--- src/rtl/cordic_report_pkg.sv ---
// Shared constants, mode encodings, frame FSM states and frame byte helpers for the CORDIC UART reporter.
// Pure definitions; no latency or flow control lives here.
package cordic_report_pkg;

    localparam logic [7:0] SYNC0     = 8'hAA;
    localparam logic [7:0] SYNC1     = 8'h55;
    localparam int         FRAME_LEN = 12;

    localparam logic [1:0] MODE_OFF      = 2'd0;
    localparam logic [1:0] MODE_SINCOS   = 2'd1;
    localparam logic [1:0] MODE_SINHCOSH = 2'd2;
    localparam logic [1:0] MODE_EXP      = 2'd3;

    typedef enum logic [1:0] {
        ST_IDLE,
        ST_LOAD,
        ST_SEND,
        ST_DONE
    } frame_state_t;

    // XOR of the mode byte and all eight result bytes, computed once at capture time.
    function automatic logic [7:0] frame_chk(input logic [1:0]  mode,
                                             input logic [31:0] r1,
                                             input logic [31:0] r2);
        return {6'b0, mode}
             ^ r1[31:24] ^ r1[23:16] ^ r1[15:8] ^ r1[7:0]
             ^ r2[31:24] ^ r2[23:16] ^ r2[15:8] ^ r2[7:0];
    endfunction

    function automatic logic [7:0] frame_byte(input logic [3:0]  idx,
                                              input logic [1:0]  mode,
                                              input logic [31:0] r1,
                                              input logic [31:0] r2,
                                              input logic [7:0]  chk);
        logic [7:0] b;
        case (idx)
            4'd0:    b = SYNC0;
            4'd1:    b = SYNC1;
            4'd2:    b = {6'b0, mode};
            4'd3:    b = r1[31:24];
            4'd4:    b = r1[23:16];
            4'd5:    b = r1[15:8];
            4'd6:    b = r1[7:0];
            4'd7:    b = r2[31:24];
            4'd8:    b = r2[23:16];
            4'd9:    b = r2[15:8];
            4'd10:   b = r2[7:0];
            default: b = chk;
        endcase
        return b;
    endfunction

endpackage

--- src/rtl/uart_tx_byte.sv ---
// 8N1 byte serialiser: start latched on the edge it is seen, start bit driven the next cycle, BAUD_DIV cycles per bit.
// A start presented during the last stop-bit cycle chains the next byte with no idle gap; start is ignored otherwise while busy.
module uart_tx_byte #(
    parameter int BAUD_DIV = 868
) (
    input  logic       clk,
    input  logic       rst_n,
    input  logic       start,
    input  logic [7:0] data,
    output logic       tx,
    output logic       byte_done,
    output logic       busy
);

    localparam int CW = (BAUD_DIV > 2) ? $clog2(BAUD_DIV) : 2;
    localparam logic [CW-1:0] RELOAD = CW'(BAUD_DIV - 1);

    typedef enum logic [1:0] {
        TX_IDLE,
        TX_START,
        TX_DATA,
        TX_STOP
    } tx_state_t;

    tx_state_t     state_q, state_d;
    logic [CW-1:0] cnt_q, cnt_d;
    logic [2:0]    bit_q, bit_d;
    logic [7:0]    shift_q, shift_d;
    logic          tx_q, tx_d;
    logic          bit_end;

    assign bit_end   = (cnt_q == '0);
    assign byte_done = (state_q == TX_STOP) && bit_end;
    assign busy      = (state_q != TX_IDLE);
    assign tx        = tx_q;

    always_comb begin
        state_d = state_q;
        cnt_d   = cnt_q;
        bit_d   = bit_q;
        shift_d = shift_q;
        tx_d    = tx_q;
        case (state_q)
            TX_IDLE: begin
                tx_d = 1'b1;
                if (start) begin
                    state_d = TX_START;
                    cnt_d   = RELOAD;
                    shift_d = data;
                    tx_d    = 1'b0;
                end
            end
            TX_START: begin
                if (bit_end) begin
                    state_d = TX_DATA;
                    cnt_d   = RELOAD;
                    bit_d   = 3'd0;
                    tx_d    = shift_q[0];
                end else begin
                    cnt_d = cnt_q - CW'(1);
                end
            end
            TX_DATA: begin
                if (bit_end) begin
                    cnt_d = RELOAD;
                    if (bit_q == 3'd7) begin
                        state_d = TX_STOP;
                        tx_d    = 1'b1;
                    end else begin
                        bit_d   = bit_q + 3'd1;
                        shift_d = shift_q >> 1;
                        tx_d    = shift_q[1];
                    end
                end else begin
                    cnt_d = cnt_q - CW'(1);
                end
            end
            TX_STOP: begin
                if (bit_end) begin
                    // Chaining here keeps the stop bit exactly BAUD_DIV cycles.
                    if (start) begin
                        state_d = TX_START;
                        cnt_d   = RELOAD;
                        shift_d = data;
                        tx_d    = 1'b0;
                    end else begin
                        state_d = TX_IDLE;
                        tx_d    = 1'b1;
                    end
                end else begin
                    cnt_d = cnt_q - CW'(1);
                end
            end
            default: begin
                state_d = TX_IDLE;
                tx_d    = 1'b1;
            end
        endcase
    end

    always_ff @(posedge clk or negedge rst_n) begin
        if (!rst_n) begin
            state_q <= TX_IDLE;
            cnt_q   <= '0;
            bit_q   <= 3'd0;
            shift_q <= 8'h00;
            tx_q    <= 1'b1;
        end else begin
            state_q <= state_d;
            cnt_q   <= cnt_d;
            bit_q   <= bit_d;
            shift_q <= shift_d;
            tx_q    <= tx_d;
        end
    end

endmodule

--- src/rtl/cordic_uart_reporter.sv ---
// Frames each accepted CORDIC result as a 12-byte 8N1 UART packet; start bit appears two edges after the capture strobe.
// No backpressure: results arriving while a frame is in flight are dropped and counted (saturating).
module cordic_uart_reporter
    import cordic_report_pkg::*;
#(
    parameter int CLK_HZ   = 100_000_000,
    parameter int BAUD     = 115200,
    parameter int BAUD_DIV = CLK_HZ / BAUD
) (
    input  logic        sys_clk,
    input  logic        sys_rst_n,
    input  logic [1:0]  cordic_mode,
    input  logic [31:0] cordic_result_1,
    input  logic [31:0] cordic_result_2,
    input  logic        cordic_result_valid,
    output logic        uart_tx,
    output logic        tx_busy,
    output logic [15:0] frame_cnt,
    output logic [7:0]  drop_cnt
);

    frame_state_t state_q, state_d;
    logic [3:0]   idx_q, idx_d;
    logic [1:0]   mode_q, mode_d;
    logic [31:0]  r1_q, r1_d;
    logic [31:0]  r2_q, r2_d;
    logic [7:0]   chk_q, chk_d;
    logic [15:0]  frame_cnt_q, frame_cnt_d;
    logic [7:0]   drop_cnt_q, drop_cnt_d;

    logic         capture;
    logic         byte_start;
    logic [3:0]   byte_idx;
    logic [7:0]   byte_dat;
    logic         byte_done;
    logic         byte_busy;

    assign capture  = cordic_result_valid && (cordic_mode != MODE_OFF);
    assign byte_dat = frame_byte(byte_idx, mode_q, r1_q, r2_q, chk_q);

    always_comb begin
        state_d     = state_q;
        idx_d       = idx_q;
        mode_d      = mode_q;
        r1_d        = r1_q;
        r2_d        = r2_q;
        chk_d       = chk_q;
        frame_cnt_d = frame_cnt_q;
        drop_cnt_d  = drop_cnt_q;
        byte_start  = 1'b0;
        byte_idx    = idx_q;

        // Any accepted-mode strobe outside IDLE is lost, including one landing on DONE.
        if (capture && (state_q != ST_IDLE) && (drop_cnt_q != 8'hFF)) begin
            drop_cnt_d = drop_cnt_q + 8'd1;
        end

        case (state_q)
            ST_IDLE: begin
                if (capture) begin
                    mode_d  = cordic_mode;
                    r1_d    = cordic_result_1;
                    r2_d    = cordic_result_2;
                    chk_d   = frame_chk(cordic_mode, cordic_result_1, cordic_result_2);
                    state_d = ST_LOAD;
                end
            end
            ST_LOAD: begin
                idx_d      = 4'd0;
                byte_idx   = 4'd0;
                byte_start = 1'b1;
                state_d    = ST_SEND;
            end
            ST_SEND: begin
                if (byte_done) begin
                    if (idx_q < 4'(FRAME_LEN - 1)) begin
                        idx_d      = idx_q + 4'd1;
                        byte_idx   = idx_q + 4'd1;
                        byte_start = 1'b1;
                    end else begin
                        state_d = ST_DONE;
                    end
                end
            end
            ST_DONE: begin
                frame_cnt_d = frame_cnt_q + 16'd1;
                state_d     = ST_IDLE;
            end
            default: state_d = ST_IDLE;
        endcase
    end

    always_ff @(posedge sys_clk or negedge sys_rst_n) begin
        if (!sys_rst_n) begin
            state_q     <= ST_IDLE;
            idx_q       <= 4'd0;
            mode_q      <= MODE_OFF;
            r1_q        <= 32'h0;
            r2_q        <= 32'h0;
            chk_q       <= 8'h00;
            frame_cnt_q <= 16'h0;
            drop_cnt_q  <= 8'h00;
        end else begin
            state_q     <= state_d;
            idx_q       <= idx_d;
            mode_q      <= mode_d;
            r1_q        <= r1_d;
            r2_q        <= r2_d;
            chk_q       <= chk_d;
            frame_cnt_q <= frame_cnt_d;
            drop_cnt_q  <= drop_cnt_d;
        end
    end

    uart_tx_byte #(
        .BAUD_DIV (BAUD_DIV)
    ) u_tx_byte (
        .clk       (sys_clk),
        .rst_n     (sys_rst_n),
        .start     (byte_start),
        .data      (byte_dat),
        .tx        (uart_tx),
        .byte_done (byte_done),
        .busy      (byte_busy)
    );

    // The serialiser stays busy across chained bytes, so LOAD is the only gap to cover.
    assign tx_busy   = (state_q == ST_LOAD) || byte_busy;
    assign frame_cnt = frame_cnt_q;
    assign drop_cnt  = drop_cnt_q;

endmodule
--- config.mk ---
export PLATFORM = sky130hd
export DESIGN_NAME = cordic_uart_reporter
export DESIGN_NICKNAME = d
export VERILOG_FILES = /design/src/rtl/cordic_report_pkg.sv /design/src/rtl/uart_tx_byte.sv /design/src/rtl/cordic_uart_reporter.sv
export SDC_FILE = /design/constraint.sdc
export NUM_CORES = 1
export LEC_CHECK = 0
export BUFFER_PORTS_ARGS = -buffer_cell sky130_fd_sc_hd__buf_2
export CELL_PAD_IN_SITES_DETAIL_PLACEMENT = 0
export CELL_PAD_IN_SITES_GLOBAL_PLACEMENT = 1
export CORE_ASPECT_RATIO = 0.75
export CORE_UTILIZATION = 47
export CTS_BUF_LIST = sky130_fd_sc_hd__clkbuf_8
export DETAILED_ROUTE_END_ITERATION = 8
export GPL_TIMING_DRIVEN = 0
export HOLD_SLACK_MARGIN = 0.12
export MAX_ROUTING_LAYER = met4
export PLACE_DENSITY = 0.91
export SLEW_MARGIN = 25
export SYNTH_ARGS = -nofsm -noshare
export SYNTH_HDL_FRONTEND = slang
export SYNTH_SLANG_ARGS = --single-unit
--- constraint.sdc ---
create_clock -name sys_clk -period 3.4 [get_ports sys_clk]
set_input_delay 0.34 -clock sys_clk [delete_from_list [all_inputs] [get_ports sys_clk]]
set_output_delay 0.34 -clock sys_clk [all_outputs]
set_load 0.02 [all_outputs]
* After elaboration in Yosys (flattened, before gate mapping)
Cells that the tools add are included.
W data, S select, Z words.
** Operators by class
- Add/sub/neg operators :: 5
- Magnitude comparators :: 1
- Equality and inequality tests :: 27
- Mux-type cells :: 37
- Bitwise gates (word level) :: 8
- Reduce and logical (&&, ||, !) cells :: 21
** Operators with widths (number)
- $pmux W8 S11 :: 1
- $xor A8 B8 Y8 :: 7
- $mux W8 :: 4
- $mux W10 :: 3
- $pmux W10 S3 :: 1
- $pmux W8 S3 :: 1
- $add A16 B1 Y16 const B :: 1
- $eq A4 B3 Y1 const B :: 4
- $mux W2 :: 8
- $pmux W2 S4 :: 2
- $eq A4 B4 Y1 const B :: 3
- $logic_not A10 Y1 :: 1
- $ne A2 B2 Y1 const B :: 5
- $sub A10 B1 Y10 const B :: 1
- $mux W3 :: 3
- $add A8 B1 Y8 const B :: 1
- $eq A2 B2 Y1 const B :: 4
- $eq A4 B2 Y1 const B :: 2
- $mux W1 :: 8
- $mux W4 :: 2
- $ne A2 B1 Y1 const B :: 4
- $ne A8 B8 Y1 const B :: 1
- $pmux W4 S2 :: 1
- $reduce_and A4 Y1 :: 2
- 20 further kinds :: 29
** Word-level totals
- Bits in registers :: 128
- Output and inout port bits :: 26
- Logic and storage cells :: 112

* Longest topological paths before layout
- Word-level depth :: 9
- Mapped depth :: 13
- Gate-level depth less buffers :: 11

* Modules after synthesis
A second synthesis with hierarchy kept.
** Second synthesis, totals
- Cells, all modules :: 644
- Area, all modules :: 7046.8 um2
** By module, submodules not included
- cordic_uart_reporter :: instances 1, cells an instance 484, area an instance 5475.3 um2, sequential area each 2602.5 um2
- uart_tx_byte :: instances 1, cells an instance 160, area an instance 1571.5 um2, sequential area each 601.8 um2

* Worst setup path before layout
Ideal clock, no wire load.
- Path type :: register to register
- From :: reg u_tx_byte.state_q[0]
- To :: reg u_tx_byte.shift_q[2]
- Library setup time :: 0.131 ns
- Data arrival time :: 2.382 ns
- Data required time :: 3.269 ns
- Setup slack :: 0.887 ns
- Stages on the path, launching flop included :: 10
- Buffers on the path :: 0
- Clock period less this slack :: 2.513 ns
- Path through :: dfrtp_1 -> ha_1 -> or4b_1 -> nor4_2 -> a21oi_1 -> clkinv_2 -> a21oi_1 -> a22o_1 -> a2111oi_0 -> o21ai_1
** Between the ends
- Cells in the longest elaborated chain, start to end :: 9
** Ends and longest elaborated chain
- from (decl) :: line uart_tx_byte.sv:25 : tx_state_t state_q, state_d;
- from (signal assigned) :: line uart_tx_byte.sv:109 : state_q <= state_d;
- $eq A2 B2 Y1 :: line uart_tx_byte.sv:33, uart_tx_byte.sv:43
- $logic_and A1 B1 Y1 :: line uart_tx_byte.sv:33 : assign byte_done = (state_q == TX_STOP) && bit_end;
- $mux W4
- $pmux W4 S2
- $eq A4 B4 Y1 (tied with other cells) :: line cordic_report_pkg.sv:36 : case (idx)
- $pmux W8 S11 :: line cordic_report_pkg.sv:36
- $mux W8 :: line uart_tx_byte.sv:46, uart_tx_byte.sv:81
- $mux W8 :: line uart_tx_byte.sv:79 : if (bit_end) begin
- $pmux W8 S3 :: line uart_tx_byte.sv:43 : case (state_q)
- to (signal assigned) :: line uart_tx_byte.sv:112 : shift_q <= shift_d;
- to (decl) :: line uart_tx_byte.sv:28 : logic [7:0] shift_q, shift_d;
Several ways; a longest one is shown, not always the timed one. The select of a mux whose other input is x is not followed.
A chain may end at the register's enable or synchronous reset.

* Worst setup path after layout
- From :: reg u_tx_byte.state_q[0]
- To :: reg u_tx_byte.shift_q[6]
** Between the ends
- Cells in the longest elaborated chain, start to end :: 9
** Ends and longest elaborated chain
- $eq A2 B2 Y1 * :: line uart_tx_byte.sv:33
- $logic_and A1 B1 Y1 * :: line uart_tx_byte.sv:33
- $mux W4 *
- $pmux W4 S2 *
- named net byte_idx[1] :: line cordic_uart_reporter.sv:33 : logic [3:0] byte_idx;
- $eq A4 B4 Y1 (tied with other cells) :: line cordic_report_pkg.sv:36
- $pmux W8 S11 * :: line cordic_report_pkg.sv:36
- $mux W8 * :: line uart_tx_byte.sv:46, uart_tx_byte.sv:81
- $mux W8 :: line uart_tx_byte.sv:79
- $pmux W8 S3 * :: line uart_tx_byte.sv:43
Mark *: on every way through the listed nets, which the timed path passes. The rest lies on a longest branch. The select of a mux whose other input is x is not followed.

==> impl_metrics.env <==
export IMPL_detailroute_via_count=5614
export IMPL_tritoncts="yes"
export IMPL_grt_use_met3_pct=6.72
export IMPL_power_leakage_nw=3.85
export IMPL_finalWorstSetupSlack_ns=0.189
export IMPL_worstPathRequired_ns=3.72
export IMPL_pre_cts_setup_slack_ns=0.123
export IMPL_power_share_combinational_pct=12.4
export IMPL_drc_errors=0
export IMPL_place_detailed_hpwl_um=13100
export IMPL_report_final_setup_viol=0
export IMPL_commonest_cells_after_routing_fill_and_taps_aside="sky130_fd_sc_hd__dfrtp_1, sky130_fd_sc_hd__buf_2, sky130_fd_sc_hd__xnor2_1"
export IMPL_yosys_warnings=0
export IMPL_cells_traversed_along_the_worst_timing_path="ha_2, nor4b_4, nand4_1, buf_4, mux2i_2, buf_2, mux2i_1, nor3_1, a311oi_2, o21ai_1"
export IMPL_grt_pass1_wl_um=28500
export IMPL_post_synth_num_cell_types=66
export IMPL_drt_pass1_iter_count=5
export IMPL_r2r_start="u_tx_byte.state_q[0]"
export IMPL_postLayoutCoreUtil_pct=56.3
export IMPL_route_detailed_vias_per_inst=5.69
export IMPL_drive_gt1_share_pct=29.3
export IMPL_gr_usage_met1_pct=33.4
export IMPL_place_detailed_instances=953
export IMPL_placement_rows=38
export IMPL_worst_path_max_delay_cell="sky130_fd_sc_hd__dfrtp_1"
export IMPL_tritoncts_num_buffers=17
export IMPL_initial_utilization_pct=48.3
export IMPL_netSwitchingPower_mw=0.866
export IMPL_timing_final_hold_violations=0
export IMPL_grt_overflow_total=0
export IMPL_gp_routability_congestion=0.903
export IMPL_period_needed_ns=3.21
export IMPL_crit_start="u_tx_byte.state_q[0]"
export IMPL_fp_dieArea_um2=15300
export IMPL_critPathCaptureType="register"
export IMPL_unrepaired_setup_endpoints_after_global_routing="no"
export IMPL_finish_cell_count_without_fillers=986
export IMPL_finalClockSkew_ns=0.0116
export IMPL_io_pins=95
export IMPL_run_status="complete, no violations"
export IMPL_drt_wirelength_per_cell_um=18.0
export IMPL_antenna_found_initial=0
export IMPL_place_port_buffers=94
export IMPL_syn_area_per_cell_um2=10.6
export IMPL_number_of_flops_mapped_to_enable_cells_by_yosys=0
export IMPL_area_growth_pct=16.7
export IMPL_cpLargestDelayFamily="simple AND/OR/NAND/NOR gates"
export IMPL_design_area_um2=8140
export IMPL_p_clk_share_pct=37.5
export IMPL_synthArstFlopShare_pct=100
export IMPL_filler_cell_count=1262
export IMPL_num_antenna_cells=0
export IMPL_timing_critical_path_buf_inv=2
export IMPL_syn_num_nets=743
export IMPL_grt_busiest_layer="met2"
export IMPL_die_wd_um=143
export IMPL_cp_arrival_ns=3.53
export IMPL_clock_root_buffer="sky130_fd_sc_hd__clkbuf_8"
export IMPL_clkSlewWorstSetupHoldPaths_ns=0.08
export IMPL_dominantRegCellSynth="sky130_fd_sc_hd__dfrtp_1"
export IMPL_yosysSeqAreaShare_pct=45.9
export IMPL_pin_count_of_the_biggest_net_entering_global_routing=73
export IMPL_p_int_mw=2.33
export IMPL_layout_cells_most_common="sky130_fd_sc_hd__dfrtp_1"
export IMPL_max_slew_violation_count=0
export IMPL_fin_crit_sh_pct=94.4
export IMPL_worst_slew_pin_slew_ns=0.862
export IMPL_slew_headroom_pct=42.2
export IMPL_hp_class="in2reg"
export IMPL_die_h_um=108
export IMPL_max_cap_violations=0
export IMPL_power_share_switching_pct=27.1
export IMPL_clkSinkCount=128
export IMPL_startpoint_type="register"
export IMPL_drt_initial_drc_count=333
export IMPL_worst_path_largest_cell_delay_ns=0.45
export IMPL_ys_ff_latch=128
export IMPL_vdd_drop_max_uv=485
export IMPL_reg2reg_setup_slack_ns=0.19
export IMPL_grt_util_overall_pct=25.4
export IMPL_post_cts_setup_buffers=0
export IMPL_syn_cell_area_um2=6980
export IMPL_cp_max_fo=10
export IMPL_via_count_of_the_first_global_routing_pass=5512
export IMPL_max_clock_freq_mhz=311
export IMPL_finalWirelength_um=17700
export IMPL_synth_cells=658
export IMPL_clk_latency_ns=0.45
export IMPL_cts_htree_levels=4
export IMPL_pwr_share_seq_pct=50.2
export IMPL_cts_max_path_buffers=2
export IMPL_dpl_instance_area_um2=7730
export IMPL_power_per_cell_area_nw_per_um2=393
export IMPL_hold_path_startpoint="cordic_result_2[18]"
export IMPL_coreArea_um2=14500
export IMPL_gr_usage_met2_pct=37.4
export IMPL_antenna_left=0
export IMPL_fin_nets=858
export IMPL_setup_tns_final_ns=0
export IMPL_crit_type="reg2reg"
per-layer routing:
metal | share of wire, % | up-vias
met5 | 0 | -
met1 | 44 | 2758
met3 | 7.9 | 38
met4 | 2.0 | 0
li1 | - | 2598
met2 | 46 | 220
cells in the mapped netlist (11+ instances only):
| library cell | n | area share, % |
|---|---|---|
| sky130_fd_sc_hd__a21oi_1 | 25 | 1.8 |
| sky130_fd_sc_hd__buf_2 | 11 | 0.79 |
| sky130_fd_sc_hd__clkbuf_1 | 16 | 0.86 |
| sky130_fd_sc_hd__dfrtp_1 | 127 | 46 |
| sky130_fd_sc_hd__ha_1 | 16 | 2.9 |
| sky130_fd_sc_hd__inv_1 | 14 | 0.75 |
| sky130_fd_sc_hd__mux2_2 | 69 | 11 |
| sky130_fd_sc_hd__nand2_1 | 48 | 2.6 |
| sky130_fd_sc_hd__nand3_1 | 28 | 2.0 |
| sky130_fd_sc_hd__nor2_1 | 30 | 1.6 |
| sky130_fd_sc_hd__nor3_1 | 11 | 0.79 |
| sky130_fd_sc_hd__o21ai_0 | 47 | 3.4 |
| sky130_fd_sc_hd__o21ai_1 | 12 | 0.86 |
| sky130_fd_sc_hd__xnor2_1 | 73 | 9.2 |
registers in the layout, indices dropped and copies added (netlist names):
register,cells
r1_q,32
r2_q,32
frame_cnt,16
u_tx_byte.cnt_q,10
chk_q,8
drop_cnt,8
u_tx_byte.shift_q,8
idx_q,4
u_tx_byte.bit_q,3
mode_q,2
state_q,2
u_tx_byte.state_q,2
u_tx_byte.tx,1
repair_timing:
item                                    in CTS  in global routing
endpoints found under the setup margin       0                  6
hold buffers                                 1                  0
resized for setup                            0                 11
endpoints found under the hold margin       55                  0
area by class of cell:
| type | count | area, um2 | area share, % |
|---|---|---|---|
| Multi-Input combinational cell | 484 | 3600 | 44.3 |
| Tap cell | 200 | 250 | 3.08 |
| Buffer | 30 | 140 | 1.72 |
| Sequential cell | 128 | 3200 | 39.4 |
| Clock buffer | 19 | 262 | 3.21 |
| Inverter | 16 | 61.3 | 0.753 |
| Timing Repair Buffer | 96 | 518 | 6.37 |
| Clock inverter | 13 | 97.6 | 1.20 |
kinds of logic after synthesis:
family          synth area share (%)
compound gates                  13.3
xor+xnor                        10.2
fa+ha+maj                       2.87
buf+inv                         2.85
flops                           45.9
mux                             12.4
simple gates                    12.5
final timing paths:
check	cells after the start	to
hold reg to reg	1	frame_cnt[15]
setup / recovery	10	u_tx_byte.shift_q[6]
max in group asynchronous	3	drop_cnt[5]
setup reg to reg	10	u_tx_byte.shift_q[6]
hold / removal	2	r2_q[18]
min in group asynchronous	2	chk_q[3]
power groups by stage:
stage,clock network (mW),registers [mW],logic [mW]
2_1_floorplan,0,1.67,0.169
3_3_place_gp,0,1.63,0.383
3_5_place_dp,0,1.63,0.398
4_1_cts,1.22,1.60,0.400
5_1_grt,1.29,1.61,0.430
6_report,1.20,1.60,0.396
stage by stage:
step                      total power, mW  hold WS [ns]
after CTS                            3.22         0.135
after detailed placement             2.03         0.294
after global routing                 3.33         0.136
final                                3.20         0.153
after global placement               2.01         0.456
after floorplan                      1.84        0.0444
No activity file was read; power rests on OpenSTA's default activity.
